<file path="config.mk">
export PLATFORM = sky130hd
export DESIGN_NAME = ble_rx_packet_ctrl
export DESIGN_NICKNAME = d
export VERILOG_FILES = /design/src/rtl/ble_rx_packet_ctrl.sv
export SDC_FILE = /design/constraint.sdc
export NUM_CORES = 1
export LEC_CHECK = 0
export BUFFER_PORTS_ARGS = -buffer_cell sky130_fd_sc_hd__buf_4
export CORE_MARGIN = 4
export CORE_UTILIZATION = 45
export CTS_BUF_LIST = sky130_fd_sc_hd__clkbuf_4 sky130_fd_sc_hd__clkbuf_8
export DETAILED_ROUTE_END_ITERATION = 6
export PLACE_DENSITY = 0.73
export SYNTH_ARGS = -nofsm -noshare
export SYNTH_HDL_FRONTEND = slang
export SYNTH_SLANG_ARGS = --single-unit
</file>
<file path="constraint.sdc">
create_clock -name clk -period 6.55 [get_ports clk]
set_input_delay 0.655 -clock clk [delete_from_list [all_inputs] [get_ports clk]]
set_output_delay 0.655 -clock clk [all_outputs]
set_load 0.05 [all_outputs]
</file>
<file path="src/rtl/ble_rx_packet_ctrl.sv">
// ble_rx_packet_ctrl: sequences the BLE receive datapath (reset, mode select)
// and frames the recovered bit stream into header/payload/CRC bytes.
// Optional feature macro: BLE_DEWHITEN_EN (dewhiten HEADER/PAYLOAD bits with
// the channel-seeded x^7+x^4+1 LFSR). Undefined: bits pass raw.
module ble_rx_packet_ctrl #(
  parameter logic [31:0] ACCESS_ADDR = 32'h8E89BED6,
  parameter int unsigned MAX_AA_ERR  = 1,
  parameter int unsigned RST_CYC     = 16,
  parameter int unsigned TIMEOUT_CYC = 64
) (
  input  logic       clk,
  input  logic       rst,
  input  logic       enable,
  input  logic [1:0] cfg_select,
  input  logic [5:0] chan_idx,
  input  logic       update,
  input  logic       value,
  output logic [1:0] dp_select,
  output logic       dp_rst,
  output logic [7:0] byte_data,
  output logic       byte_valid,
  input  logic       byte_ready,
  output logic       byte_last,
  output logic       pkt_done,
  output logic       pkt_err,
  output logic [2:0] state_dbg
);

  localparam logic [2:0] S_IDLE    = 3'd0;
  localparam logic [2:0] S_DPRST   = 3'd1;
  localparam logic [2:0] S_SEARCH  = 3'd2;
  localparam logic [2:0] S_HEADER  = 3'd3;
  localparam logic [2:0] S_PAYLOAD = 3'd4;
  localparam logic [2:0] S_DONE    = 3'd5;
  localparam logic [2:0] S_ABORT   = 3'd6;

  localparam int unsigned RW = $clog2(RST_CYC + 1);
  localparam int unsigned TW = $clog2(TIMEOUT_CYC + 1);
  localparam logic [RW-1:0] RST_LAST = RW'(RST_CYC - 1);
  localparam logic [TW-1:0] TMO_LAST = TW'(TIMEOUT_CYC - 1);

  logic [2:0]    state_q, state_d;
  logic          upd_q;
  logic [RW-1:0] rst_cnt_q, rst_cnt_d;
  logic [TW-1:0] tmo_q, tmo_d;
  logic [31:0]   win_q, win_d;
  logic [2:0]    bit_cnt_q, bit_cnt_d;
  logic [8:0]    byte_cnt_q, byte_cnt_d;
  logic [7:0]    len_q, len_d;
  logic [7:0]    sh_q, sh_d;
  logic [1:0]    dp_select_q, dp_select_d;
  logic          dp_rst_q, dp_rst_d;
  logic [7:0]    byte_data_q, byte_data_d;
  logic          byte_valid_q, byte_valid_d;
  logic          byte_last_q, byte_last_d;
  logic          pkt_done_q, pkt_done_d;
  logic          pkt_err_q, pkt_err_d;

  logic        bit_stb;
  logic        rx_bit;
  logic [31:0] win_next;
  logic [31:0] aa_diff;
  logic [5:0]  aa_err;
  logic        aa_hit;
  logic [7:0]  byte_next;
  logic        abort;

  assign bit_stb = update & ~upd_q;

`ifdef BLE_DEWHITEN_EN
  logic [6:0] lfsr_q, lfsr_d;
  assign rx_bit = value ^ lfsr_q[6];
`else
  logic unused_chan;
  assign unused_chan = ^chan_idx;
  assign rx_bit = value;
`endif

  // Sliding access-address window and its Hamming distance to ACCESS_ADDR
  always_comb begin
    win_next = {value, win_q[31:1]};
    aa_diff  = win_next ^ ACCESS_ADDR;
    aa_err   = '0;
    for (int unsigned i = 0; i < 32; i++) begin
      aa_err = aa_err + 6'(aa_diff[i]);
    end
    aa_hit    = (32'(aa_err) <= MAX_AA_ERR);
    byte_next = {rx_bit, sh_q[7:1]};
  end

  // Packet FSM, byte buffer handshake, timeout and datapath control
  always_comb begin
    state_d      = state_q;
    rst_cnt_d    = rst_cnt_q;
    tmo_d        = tmo_q;
    win_d        = win_q;
    bit_cnt_d    = bit_cnt_q;
    byte_cnt_d   = byte_cnt_q;
    len_d        = len_q;
    sh_d         = sh_q;
    dp_select_d  = dp_select_q;
    dp_rst_d     = dp_rst_q;
    byte_data_d  = byte_data_q;
    byte_valid_d = byte_valid_q;
    byte_last_d  = byte_last_q;
    pkt_done_d   = 1'b0;
    pkt_err_d    = 1'b0;
    abort        = 1'b0;
`ifdef BLE_DEWHITEN_EN
    lfsr_d       = lfsr_q;
`endif

    if (byte_valid_q && byte_ready) begin
      byte_valid_d = 1'b0;
      byte_last_d  = 1'b0;
    end

    case (state_q)
      S_IDLE: begin
        dp_rst_d = 1'b1;
        if (enable) begin
          dp_select_d = cfg_select;
          rst_cnt_d   = '0;
          state_d     = S_DPRST;
        end
      end
      S_DPRST: begin
        dp_rst_d  = 1'b1;
        rst_cnt_d = rst_cnt_q + RW'(1);
        if (rst_cnt_q == RST_LAST) begin
          dp_rst_d = 1'b0;
          state_d  = S_SEARCH;
        end
      end
      S_SEARCH: begin
        if (bit_stb) begin
          win_d = win_next;
          if (aa_hit) begin
            win_d      = '0;
            bit_cnt_d  = '0;
            byte_cnt_d = '0;
            tmo_d      = '0;
            state_d    = S_HEADER;
`ifdef BLE_DEWHITEN_EN
            lfsr_d     = {chan_idx, 1'b1};
`endif
          end
        end
      end
      S_HEADER, S_PAYLOAD: begin
        if (bit_stb) begin
          tmo_d     = '0;
          sh_d      = byte_next;
          bit_cnt_d = bit_cnt_q + 3'd1;
`ifdef BLE_DEWHITEN_EN
          lfsr_d    = {lfsr_q[5:0], lfsr_q[6] ^ lfsr_q[3]};
`endif
          if (bit_cnt_q == 3'd7) begin
            // A held byte not accepted this cycle would be overwritten
            if (byte_valid_q && !byte_ready) begin
              abort = 1'b1;
            end else begin
              byte_data_d  = byte_next;
              byte_valid_d = 1'b1;
              byte_cnt_d   = (byte_cnt_q == '1) ? byte_cnt_q : byte_cnt_q + 9'd1;
              if (state_q == S_HEADER && byte_cnt_q == 9'd1) begin
                len_d      = byte_next;
                byte_cnt_d = '0;
                state_d    = S_PAYLOAD;
              end else if (state_q == S_PAYLOAD &&
                           byte_cnt_q == {1'b0, len_q} + 9'd2) begin
                byte_last_d = 1'b1;
                state_d     = S_DONE;
              end
            end
          end
        end else if (tmo_q == TMO_LAST) begin
          abort = 1'b1;
        end else begin
          tmo_d = tmo_q + TW'(1);
        end
      end
      S_DONE: begin
        if (!byte_valid_q || byte_ready) begin
          pkt_done_d = 1'b1;
          state_d    = S_SEARCH;
        end
      end
      S_ABORT: begin
        dp_rst_d    = 1'b1;
        dp_select_d = cfg_select;
        rst_cnt_d   = '0;
        state_d     = S_DPRST;
      end
      default: state_d = S_IDLE;
    endcase

    if (abort) begin
      state_d      = S_ABORT;
      pkt_err_d    = 1'b1;
      byte_valid_d = 1'b0;
      byte_last_d  = 1'b0;
      win_d        = '0;
      dp_rst_d     = 1'b1;
    end

    // enable low overrides everything: quiet return to IDLE without pkt_err
    if (!enable) begin
      state_d      = S_IDLE;
      dp_rst_d     = 1'b1;
      byte_valid_d = 1'b0;
      byte_last_d  = 1'b0;
      pkt_done_d   = 1'b0;
      pkt_err_d    = 1'b0;
      win_d        = '0;
    end
  end

  // State and output registers
  always_ff @(posedge clk or negedge rst) begin
    if (!rst) begin
      state_q      <= S_IDLE;
      upd_q        <= 1'b0;
      rst_cnt_q    <= '0;
      tmo_q        <= '0;
      win_q        <= '0;
      bit_cnt_q    <= '0;
      byte_cnt_q   <= '0;
      len_q        <= '0;
      sh_q         <= '0;
      dp_select_q  <= '0;
      dp_rst_q     <= 1'b1;
      byte_data_q  <= '0;
      byte_valid_q <= 1'b0;
      byte_last_q  <= 1'b0;
      pkt_done_q   <= 1'b0;
      pkt_err_q    <= 1'b0;
    end else begin
      state_q      <= state_d;
      upd_q        <= update;
      rst_cnt_q    <= rst_cnt_d;
      tmo_q        <= tmo_d;
      win_q        <= win_d;
      bit_cnt_q    <= bit_cnt_d;
      byte_cnt_q   <= byte_cnt_d;
      len_q        <= len_d;
      sh_q         <= sh_d;
      dp_select_q  <= dp_select_d;
      dp_rst_q     <= dp_rst_d;
      byte_data_q  <= byte_data_d;
      byte_valid_q <= byte_valid_d;
      byte_last_q  <= byte_last_d;
      pkt_done_q   <= pkt_done_d;
      pkt_err_q    <= pkt_err_d;
    end
  end

`ifdef BLE_DEWHITEN_EN
  // Dewhitening LFSR register
  always_ff @(posedge clk or negedge rst) begin
    if (!rst) lfsr_q <= '0;
    else      lfsr_q <= lfsr_d;
  end
`endif

  assign dp_select  = dp_select_q;
  assign dp_rst     = dp_rst_q;
  assign byte_data  = byte_data_q;
  assign byte_valid = byte_valid_q;
  assign byte_last  = byte_last_q;
  assign pkt_done   = pkt_done_q;
  assign pkt_err    = pkt_err_q;
  assign state_dbg  = state_q;

endmodule

</file>
==> results by group <==
Global route
  • Grt ovf: 0
  • GRT Util Overall: about 17%
  • First-pass GRT wire length: between 15 and 20 mm
  • Vias in the first global route: around 3.7k
  • Antenna violations before repair: 0
  • Largest net degree at the start of global routing: between 60 and 70

Routing
  • Drt first-iter violations: 225
  • Vias/cell: around 5.4
  • ANT nets after route: 0
  • Total number of vias: 3580
  • Wire length per cell: approximately 15 um
  • DRC: 0
  • Drt pass-1 iters: 5
  • Drt total wl: a little under 10 mm

Floorplan
  • Die height: approximately 110 um
  • Core ar.: about 11000 sq um
  • Width of the die: 113 um
  • Site Rows: 38
  • Initial Utilization: between 40% and 50%
  • Full die area: 12900 sq um
  • I/O pins: 32

Critical path
  • Critical Path, Cell by Cell: fa_1, inv_1, fa_1, inv_1, fa_1, inv_1, fa_1, fa_1, fa_1, inv_1, ha_1, inv_1, fa_1, a211o_1, a211o_1, a221o_1, or3_4, or3b_1, nand2_1
  • Max stage delay cell, worst path: fa_1
  • Critical path type: reg2reg
  • Top delay family on crit path: adder cells
  • Crit path largest cell delay: 550 ps
  • Crit end category: flop
  • Worst setup SP type: flop
  • Max FO, Critical Path: 5
  • Worst Path Arrival: 6380 ps
  • Crit path from: win_q[29]
  • Sum of buffers and inverters on the critical path: 5
  • FF-to-FF Start: win_q[29]
  • Critical path's most frequent cell: fa_1
  • Critical Path RT: 6850 ps

Power
  • Share of power burned in combinational logic: 23.5%
  • Reg power frac: between 40% and 50%
  • Net Sw Power: 0.456 mW
  • Pleak: 2.55 nW
  • Power per cell area: between 200 and 300 nW/um^2
  • Switching portion of total power: between 30% and 40%
  • Clk pwr share: a little under a third
  • P_int: roughly 0.94 mW
  • VDD IR max: between 100 and 150 uV

STA
  • Final cycle utilization of the critical path: between 90 and 100%
  • Hold slack: 185 ps
  • Final Hold Fails: 0
  • Setup TNS: 0 ps
  • Final min period: ~6000 ps
  • Slew HR: a little under 20%
  • Worst-Margin Slew: approximately 1200 ps
  • Final setup vio count: 0
  • Fmax: ~0.16 GHz
  • RSZ-0062 raised after global routing: false
  • Max Slew Vio Count: 0
  • Max Clock Skew: roughly 11 ps

Logic synthesis
  • Synth Flop Type: dfrtp_1
  • FFs w/ async S/R, synth: 100%
  • Synth top area cells: dfrtp_1 (44%), fa_1 (9.6%), mux2_2 (5.6%), a21oi_1 (4.5%), nand2_1 (4.4%)
  • Netlist cell types: 53
  • Synth Net Count: 556
  • Post-Synthesis Cell Area: 5000 sq um
  • Syn avg cell area: between 9 and 10 sq um
  • Top cell type's share of synthesized area: between 40% and 50%
  • Mapped Cells: roughly 500
  • Post-synth EDFFs: 0
  • Yosys top cell by area: dfrtp_1
  • Seq cells post-synth: 89
  • Ys Warns: 0
  • Post-synthesis sequential area ratio: about 45%

Cells and area
  • Share of cells above drive strength 1: between 10 and 15%
  • Filler cell count: just under 1k
  • Area grow syn2layout: 10.5%
  • N_diodes: 0
  • Final Net Count: ~580

Clocking
  • Max Root-Sink Buffers: 2
  • Clock Latency Late Sink: ~360 ps
  • Clock root buffer: clkbuf_8
  • Setup repair bufs after CTS: 0
  • CTS buffer count: 9
  • CTS tree: built
  • H-tree Lvls: 3
  • CTS clk-pin slew, worst paths: approximately 90 ps
  • Number of hold buffers added after CTS: 0
  • Clock Sinks: 89
  • Resized cells post-CTS: 0

Placement
  • DP Wirelength: 6.99 mm
  • Routability cong.: a little under 0.9
  • PortBufs: 25

Outcome
  • Result of the run: finished, final reports clean

Min path
  • Hold Path Class: in2async

Job
  • # Max-Cap Violations: 0
power groups by stage:
| stage | clock [mW] | sequential [mW] | combinational (mW) |
|---|---|---|---|
| finish | 0.418 | 0.650 | 0.327 |
| CTS | 0.428 | 0.649 | 0.330 |
| floorplan | 0 | 0.694 | 0.199 |
| global route | 0.458 | 0.660 | 0.371 |
| global placement | 0 | 0.656 | 0.318 |
| detailed placement | 0 | 0.659 | 0.329 |
path summary, 6_finish.rpt:
check                                 to  slack, ps  cells past startpoint
max                        byte_cnt_q[3]        480                     19
min reg2reg                 bit_cnt_q[0]        490                      1
max in group asynchronous  byte_cnt_q[2]       5260                      2
min in group clk                   upd_q        420                      1
min                         rst_cnt_q[0]        190                      1
max reg2reg                byte_cnt_q[3]        480                     19
logic make-up (layout without fill, tap and decap cells):
family / Yosys count / in the layout / synth area share (%)
simple gates: 170 / 170 / 16.7
compound gates: 94 / 94 / 11.1
flops: 89 / 89 / 44.6
buf+inv: 66 / 91 / 5.13
fa+ha+maj: 40 / 40 / 13.6
mux: 25 / 25 / 5.63
xor+xnor: 18 / 18 / 3.15
synthesized netlist by cell type (2+ instances only):
| cell | instances |
|---|---|
| xor2_1 | 11 |
| clkbuf_1 | 17 |
| o22ai_1 | 2 |
| a22o_1 | 2 |
| o31ai_1 | 3 |
| inv_1 | 47 |
| and2_1 | 3 |
| nor2_1 | 22 |
| ha_1 | 16 |
| and3_1 | 10 |
| dfrtp_1 | 88 |
| nand3_1 | 40 |
| or3b_1 | 2 |
| nand2_1 | 59 |
| or4_1 | 3 |
| a211oi_1 | 3 |
| o21ai_0 | 19 |
| o21ai_1 | 3 |
| fa_1 | 24 |
| o41ai_1 | 2 |
| a21oi_1 | 45 |
| nand3b_1 | 2 |
| mux2_2 | 25 |
| a211o_1 | 2 |
| nor3_1 | 5 |
| a21o_1 | 2 |
| xnor2_1 | 7 |
| nor2b_1 | 4 |
| and3b_1 | 2 |
| or2_2 | 2 |
| nand2b_1 | 8 |
layout by cell type, fill, tap and decap left out, types with 5 or more instances in the layout:
| cell | count |
|---|---|
| a21oi_1 | 45 |
| and3_1 | 10 |
| buf_4 | 28 |
| clkbuf_8 | 9 |
| dfrtp_1 | 88 |
| fa_1 | 24 |
| ha_1 | 16 |
| inv_1 | 47 |
| mux2_2 | 25 |
| nand2_1 | 59 |
| nand2b_1 | 8 |
| nand3_1 | 40 |
| nor2_1 | 21 |
| nor3_1 | 5 |
| o21ai_0 | 19 |
| xnor2_1 | 7 |
| xor2_1 | 11 |
metal layers:
metal  wire (um)  vias to the layer above  track usage [%]
li1            -                     1742                -
met1        4330                     1746             22.2
met2        4780                       76             27.6
met3         388                       16             3.87
met4         194                        0             6.17
met5           0                        -                0
through the flow:
stage	util [%]	cell area, sq um	power [mW]	std cells	setup slack [ps]
after global placement	48.9	5310	0.974	651	567
after floorplan	-	5000	0.892	502	734
after CTS	51.0	5530	1.41	667	480
after detailed placement	48.9	5310	0.988	651	511
final	51.0	5530	1.40	667	477
after global routing	51.0	5530	1.49	667	186
state kept, by name, summed over array words and instances (netlist names):
register / flops
tmo_q: 7
pkt_done: 1
sh_q: 7
dp_select: 2
rst_cnt_q: 5
byte_cnt_q: 9
state_dbg: 3
pkt_err: 1
dp_rst: 1
bit_cnt_q: 3
upd_q: 1
len_q: 8
byte_valid: 1
byte_data: 8
win_q: 31
byte_last: 1
final cells by class:
type / instances / area [sq um] / area share [%]
multi-input combinational: 347 / 2520 / 45.5
sequential: 89 / 2230 / 40.3
clock inverter: 5 / 80.1 / 1.45
inverter: 47 / 176 / 3.19
tap: 140 / 175 / 3.17
timing repair buffer: 28 / 210 / 3.80
clock buffer: 11 / 139 / 2.51
No activity file was read; power rests on OpenSTA's default activity.
